[src/rtl/shot_capture_nch.sv]
// shot_capture_nch: N-channel shot capture with threshold trigger, windowed peak hold and freeze override.
// Build option: define SHOT_AUTO_REARM_EN for a timed return from HOLD to ARMED.
//
// state   | meaning
// IDLE    | live samples shown, waiting for arm
// ARMED   | live samples shown, waiting for any channel >= THRESH
// CAPTURE | peaks shown and updated until the window counter reaches zero
// HOLD    | captured peaks shown static, waiting for arm/clear (or dwell expiry)
module shot_capture_nch #(
    parameter int           NCH          = 2,
    parameter int           W            = 16,
    parameter logic [W-1:0] THRESH       = 16'd512,
    parameter int           WINDOW       = 4000,
    parameter int           REARM_CYCLES = 400000,
    localparam int          TW           = (NCH > 1) ? $clog2(NCH) : 1
) (
    input  logic             clk,
    input  logic             rst_n,
    input  logic [NCH-1:0]   smp_valid,
    input  logic [NCH*W-1:0] smp_data,
    input  logic             arm,
    input  logic             clear,
    input  logic             freeze,
    output logic [NCH*W-1:0] disp_data,
    output logic [TW-1:0]    trig_ch,
    output logic             shot_done,
    output logic [1:0]       state
);

    localparam int CW = (WINDOW > 1) ? $clog2(WINDOW) : 1;

    if (NCH < 1 || NCH > 8 || W < 1 || WINDOW < 1 || REARM_CYCLES < 1) begin : g_bad_params
        $error("shot_capture_nch: parameter out of range");
    end

    typedef enum logic [1:0] {
        IDLE    = 2'd0,
        ARMED   = 2'd1,
        CAPTURE = 2'd2,
        HOLD    = 2'd3
    } state_t;

    state_t         state_q;
    state_t         state_d;

    logic [W-1:0]   smp  [NCH];
    logic [W-1:0]   live [NCH];
    logic [W-1:0]   peak [NCH];
    logic [W-1:0]   frz  [NCH];
    logic [W-1:0]   src  [NCH];

    logic [CW-1:0]  win_q;
    logic [TW-1:0]  trig_q;
    logic           done_q;
    logic           frz_prev;

    logic           any_hit;
    logic [TW-1:0]  hit_ch;
    logic           trig_fire;
    logic           win_end;
    logic           fold_en;
    logic           rearm_due;

    always_comb begin
        for (int k = 0; k < NCH; k++) begin
            smp[k] = smp_data[k*W +: W];
        end
    end

    // Descending scan so the lowest triggering channel wins.
    always_comb begin
        any_hit = 1'b0;
        hit_ch  = '0;
        for (int k = NCH - 1; k >= 0; k--) begin
            if (smp_valid[k] && smp[k] >= THRESH) begin
                any_hit = 1'b1;
                hit_ch  = TW'(k);
            end
        end
    end

    always_ff @(posedge clk or negedge rst_n) begin
        if (!rst_n) begin
            state_q <= IDLE;
        end else begin
            state_q <= state_d;
        end
    end

    always_comb begin
        state_d   = state_q;
        trig_fire = 1'b0;
        win_end   = 1'b0;
        fold_en   = 1'b0;
        if (clear) begin
            state_d = IDLE;
        end else if (arm && (state_q == IDLE || state_q == HOLD)) begin
            state_d = ARMED;
        end else begin
            case (state_q)
                ARMED: begin
                    if (any_hit) begin
                        state_d   = CAPTURE;
                        trig_fire = 1'b1;
                    end
                end
                CAPTURE: begin
                    if (win_q == '0) begin
                        state_d = HOLD;
                        win_end = 1'b1;
                    end else begin
                        fold_en = 1'b1;
                    end
                end
                HOLD: begin
                    if (rearm_due) begin
                        state_d = ARMED;
                    end
                end
                default: ;
            endcase
        end
    end

    always_comb begin
        for (int k = 0; k < NCH; k++) begin
            src[k] = (state_q == IDLE || state_q == ARMED) ? live[k] : peak[k];
        end
    end

    always_ff @(posedge clk or negedge rst_n) begin
        if (!rst_n) begin
            for (int k = 0; k < NCH; k++) begin
                live[k] <= '0;
            end
        end else begin
            for (int k = 0; k < NCH; k++) begin
                if (smp_valid[k]) begin
                    live[k] <= smp[k];
                end
            end
        end
    end

    // On trigger, channels without a same-cycle sample start from their live value.
    always_ff @(posedge clk or negedge rst_n) begin
        if (!rst_n) begin
            for (int k = 0; k < NCH; k++) begin
                peak[k] <= '0;
            end
        end else begin
            for (int k = 0; k < NCH; k++) begin
                if (clear) begin
                    peak[k] <= '0;
                end else if (trig_fire) begin
                    peak[k] <= smp_valid[k] ? smp[k] : live[k];
                end else if (fold_en && smp_valid[k] && smp[k] > peak[k]) begin
                    peak[k] <= smp[k];
                end
            end
        end
    end

    always_ff @(posedge clk or negedge rst_n) begin
        if (!rst_n) begin
            win_q  <= '0;
            trig_q <= '0;
            done_q <= 1'b0;
        end else begin
            done_q <= win_end;
            if (clear) begin
                win_q <= '0;
            end else if (trig_fire) begin
                win_q <= CW'(WINDOW - 1);
            end else if (fold_en) begin
                win_q <= win_q - CW'(1);
            end
            if (trig_fire) begin
                trig_q <= hit_ch;
            end
        end
    end

    always_ff @(posedge clk or negedge rst_n) begin
        if (!rst_n) begin
            frz_prev <= 1'b0;
            for (int k = 0; k < NCH; k++) begin
                frz[k] <= '0;
            end
        end else begin
            frz_prev <= freeze;
            for (int k = 0; k < NCH; k++) begin
                if (freeze && !frz_prev) begin
                    frz[k] <= src[k];
                end
            end
        end
    end

`ifdef SHOT_AUTO_REARM_EN
    localparam int DW = (REARM_CYCLES > 1) ? $clog2(REARM_CYCLES) : 1;

    logic [DW-1:0] dwell_q;

    always_ff @(posedge clk or negedge rst_n) begin
        if (!rst_n) begin
            dwell_q <= '0;
        end else if (clear) begin
            dwell_q <= '0;
        end else if (win_end) begin
            dwell_q <= DW'(REARM_CYCLES - 1);
        end else if (state_q == HOLD && dwell_q != '0) begin
            dwell_q <= dwell_q - DW'(1);
        end
    end

    assign rearm_due = (dwell_q == '0);
`else
    assign rearm_due = 1'b0;
`endif

    // Select uses the registered freeze copy so the display only ever switches on a clock edge.
    always_comb begin
        for (int k = 0; k < NCH; k++) begin
            disp_data[k*W +: W] = frz_prev ? frz[k] : src[k];
        end
    end

    assign trig_ch   = trig_q;
    assign shot_done = done_q;
    assign state     = state_q;

endmodule

[config.mk]
export PLATFORM = sky130hd
export DESIGN_NAME = shot_capture_nch
export DESIGN_NICKNAME = d
export VERILOG_FILES = /design/src/rtl/shot_capture_nch.sv
export SDC_FILE = /design/constraint.sdc
export NUM_CORES = 1
export LEC_CHECK = 0
export BUFFER_PORTS_ARGS = -buffer_cell sky130_fd_sc_hd__buf_2
export CAP_MARGIN = 5
export CORE_ASPECT_RATIO = 1.25
export CORE_UTILIZATION = 29
export DETAILED_ROUTE_END_ITERATION = 8
export PLACE_DENSITY = 0.52
export SLEW_MARGIN = 10
export SYNTH_ARGS = -nofsm -noshare
export SYNTH_HDL_FRONTEND = slang
export SYNTH_SLANG_ARGS = --single-unit
[constraint.sdc]
create_clock -name clk -period 6.1 [get_ports clk]
set_input_delay 0.305 -clock clk [delete_from_list [all_inputs] [get_ports clk]]
set_output_delay 0.305 -clock clk [all_outputs]
set_load 0.01 [all_outputs]
==> flow_summary.json <==
{
  "diodes": 0,
  "gr-total-overflow": 0,
  "synth_cell_types": 50,
  "crit_required_ns": 5.79,
  "synth.top_cells.by_count": "129 x mux2_2, 113 x dfrtp_1, 41 x inv_1",
  "place_congestion": 0.8844,
  "skew_ns": 0.006956,
  "die_y_um": 168.8,
  "viasPerCell": 4.993,
  "switching_share": 0.3279,
  "drv_cap": 0,
  "wire_per_inst_um": 17.04,
  "num_vias": 4683,
  "cellInternalPower_mw": 2.467,
  "drt-initial-drc-count": 179,
  "endpoint_kind": "output port",
  "timing.fmax_mhz": 297.8,
  "dieArea_um2": 22850,
  "crit_cells": 7,
  "nNetsFinal": 723,
  "synthSimpleGateAreaFrac": 0.06924,
  "holdCritPathClass": "in -> reg",
  "crit_chain": "inv_1 -> ha_1 -> nor2_2 -> buf_4 -> mux2_2 -> mux2_2 -> buf_2",
  "worstHoldPathCells": 2,
  "slew_viol_final": 0,
  "grt_usage": 0.1481,
  "rrSetupSlack_ns": 3.23,
  "rows": 60,
  "async_flop_share": 1.000,
  "p_comb_frac": 0.385,
  "clk_transition_reported_paths_ns": 0.05,
  "synth_top_area_cell": "dfrtp_1",
  "first_pass_iters": 4,
  "fin_cells": 938,
  "numCtsBuffers": 17,
  "critPathKind": "reg -> out",
  "synthXorXnorAreaFrac": 0.005431,
  "synth_compound_area_frac": 0.1307,
  "drtAntennaViolNets": 0,
  "drc": 0,
  "synth_fp_nets": 651,
  "synth_edf_count": 0,
  "met1_usage": 0.1713,
  "clk_latency_ns": 0.42,
  "syn_area_um2": 6451,
  "cts_tree": "done",
  "post_cts_buffers": 0,
  "worst-path-buf-inv": 3,
  "worstMarginPinSlew_ns": 0.9985,
  "p_sw_mw": 1.204,
  "grtUsageMet3": 0.03235,
  "core-area_um2": 21700,
  "postSynthCellCount": 574,
  "cts_sinks": 113,
  "h-tree-depth": 4,
  "reg2reg_depth": 8,
  "path_max_fanout": 22,
  "tns_ns": 0,
  "grt_use_met2": 0.2555,
  "arrival_ns": 3.05,
  "clock_path_buffers": 2,
  "root_buffer": "clkbuf_16",
  "port_buffers": 74,
  "area_growth_pct": 20.46,
  "grt_pass1_wl_um": 25530,
  "path_common_cell": "mux2_2",
  "start_kind": "flip-flop",
  "synthMuxAreaShare": 0.2360,
  "netlist.area_leader.share": 0.4383,
  "critical-path-max-stage-delay_ns": 0.57,
  "grt_pass1_vias": 4913,
  "p_total_mw": 3.670,
  "setup_viol": 0,
  "io_pins": 75,
  "rsz0062_at_grt": "false",
  "num-fill-cells": 2170,
  "dp_hpwl_um": 11120,
  "yosys.area_share.adder": 0.07370,
  "synth_seq_cells": 113,
  "p_per_area_nw_per_um2": 472.3,
  "yosysSeqAreaShare": 0.4383,
  "hold_violations": 0,
  "antenna_found_initial": 0,
  "ir_worst_vdd_mv": 0.2403,
  "synthTopCellsByArea": "dfrtp_1 44%, mux2_2 23%, ha_1 7.4%, a2bb2oi_1 3.5%, o21ai_0 2.6%",
  "drive_gt1_frac": 0.3778,
  "yosysMostFrequentCell": "mux2_2",
  "pwr-share-clk": 0.308,
  "ys.flop_type": "dfrtp_1",
  "wl_um": 15980,
  "start_util": 0.2973,
  "status": "complete, no violations",
  "p_seq_frac": 0.307,
  "synth_top_family_by_area": "multiplexers",
  "post-route-period-util": 0.5504,
  "grt_max_degree": 68,
  "synth_warnings": 0,
  "die_w_um": 135.4,
  "place_inst": 904,
  "cpMaxStageDelayCell": "nor2_2",
  "avgSynthCellArea_um2": 11.24,
  "slew_headroom": 0.3320,
  "p_leak_nw": 3.496,
  "critPathTopFamily": "buffers and inverters",
  "period_needed_ns": 3.358,
  "grt-busiest-layer": "met2"
}
[cell type report]
type,count,area (um2),share of cell area
sequential,113,2828,0.3639
clock buffer,22,464.2,0.05973
timing repair buffer,83,445.4,0.05732
multi-input combinational,390,3326,0.4280
inverter,41,153.9,0.01980
tap,279,349.1,0.04492
clock inverter,10,205.2,0.02640
[power groups by stage]
| stage | registers, mW | clock network [mW] | logic [mW] |
|---|---|---|---|
| floorplan | 1.10 | 0 | 1.05 |
| global placement | 1.12 | 0 | 1.40 |
| detailed placement | 1.14 | 0 | 1.42 |
| CTS | 1.13 | 1.16 | 1.43 |
| global route | 1.16 | 1.19 | 1.56 |
| finish | 1.13 | 1.13 | 1.41 |
[cells in the final DEF, fill, tap and decap left out, types with 4 or more instances in the layout]
cell       count
a21oi_1       31
a2bb2oi_1     26
a311oi_1       5
buf_2         73
buf_4          8
bufinv_16      6
clkbuf_16     17
dfrtp_1      113
ha_1          38
inv_1         41
mux2_2       129
mux2i_1        7
nand2_1       33
nand3_1        5
nand4_1        8
nor2_1         9
nor2b_1        4
nor3_1         8
nor4_1         4
o211ai_1       4
o21ai_0       34
xnor2_1        4
[per-layer routing]
metal | wire length (um) | part of all wire | up-vias
met2 | 8174 | 0.51 | 111
met1 | 6786 | 0.42 | 2309
li1 | - | - | 2236
met3 | 560 | 0.035 | 27
met5 | 0 | 0 | -
met4 | 458 | 0.029 | 0
[timing repair]
action                                 4_1_cts  5_1_grt
endpoints found under the hold margin       47        0
setup endpoints to repair                    0        0
gates resized for setup                      0        0
hold buffers                                 2        0
[worst reg2reg max path, delay by kind of cell (launching register included)]
kind                       cells  cell delay, ns
AOI/OAI and AO/OA              4            1.50
adders and majority gates      1            0.28
buffers and inverters          1            0.06
DFF                            1            0.40
and+or+nand+nor                2            0.49
[sequential cells by signal, indices dropped and copies added (netlist names)]
| register | cells |
|---|---|
| frz | 32 |
| frz_prev | 1 |
| live | 32 |
| peak | 32 |
| shot_done | 1 |
| state | 2 |
| trig_ch | 1 |
| win_q | 12 |
[cell families after synthesis]
group,after synthesis
adders and majority gates,38
and+or+nand+nor,88
DFF,113
xor gates and xnor gates,4
buffers and inverters,71
muxes,136
AOI/OAI and AO/OA,124
[metrics by stage]
stage / hold slack, ns / utilization / instance area, um2 / setup slack [ns]
finish: 0.1752 / 0.3582 / 7771 / 2.742
global route: 0.1740 / 0.3582 / 7771 / 2.602
global placement: 0.3641 / 0.3264 / 7082 / 3.074
CTS: 0.1532 / 0.3582 / 7771 / 2.674
floorplan: 0.009409 / - / 6451 / 3.813
detailed placement: 0.3622 / 0.3264 / 7082 / 3.037
[path summary, 6_finish.rpt]
| check | from | end |
|---|---|---|
| max in group asynchronous | rst_n | frz[10] |
| worst min register to register | frz[16] | frz[16] |
| worst max-delay path | state[1] | disp_data[3] |
| min in group asynchronous | rst_n | live[26] |
| worst max register to register | peak[1] | peak[12] |
| worst min-delay path | smp_data[0] | live[16] |
No activity file was read; power rests on OpenSTA's default activity.
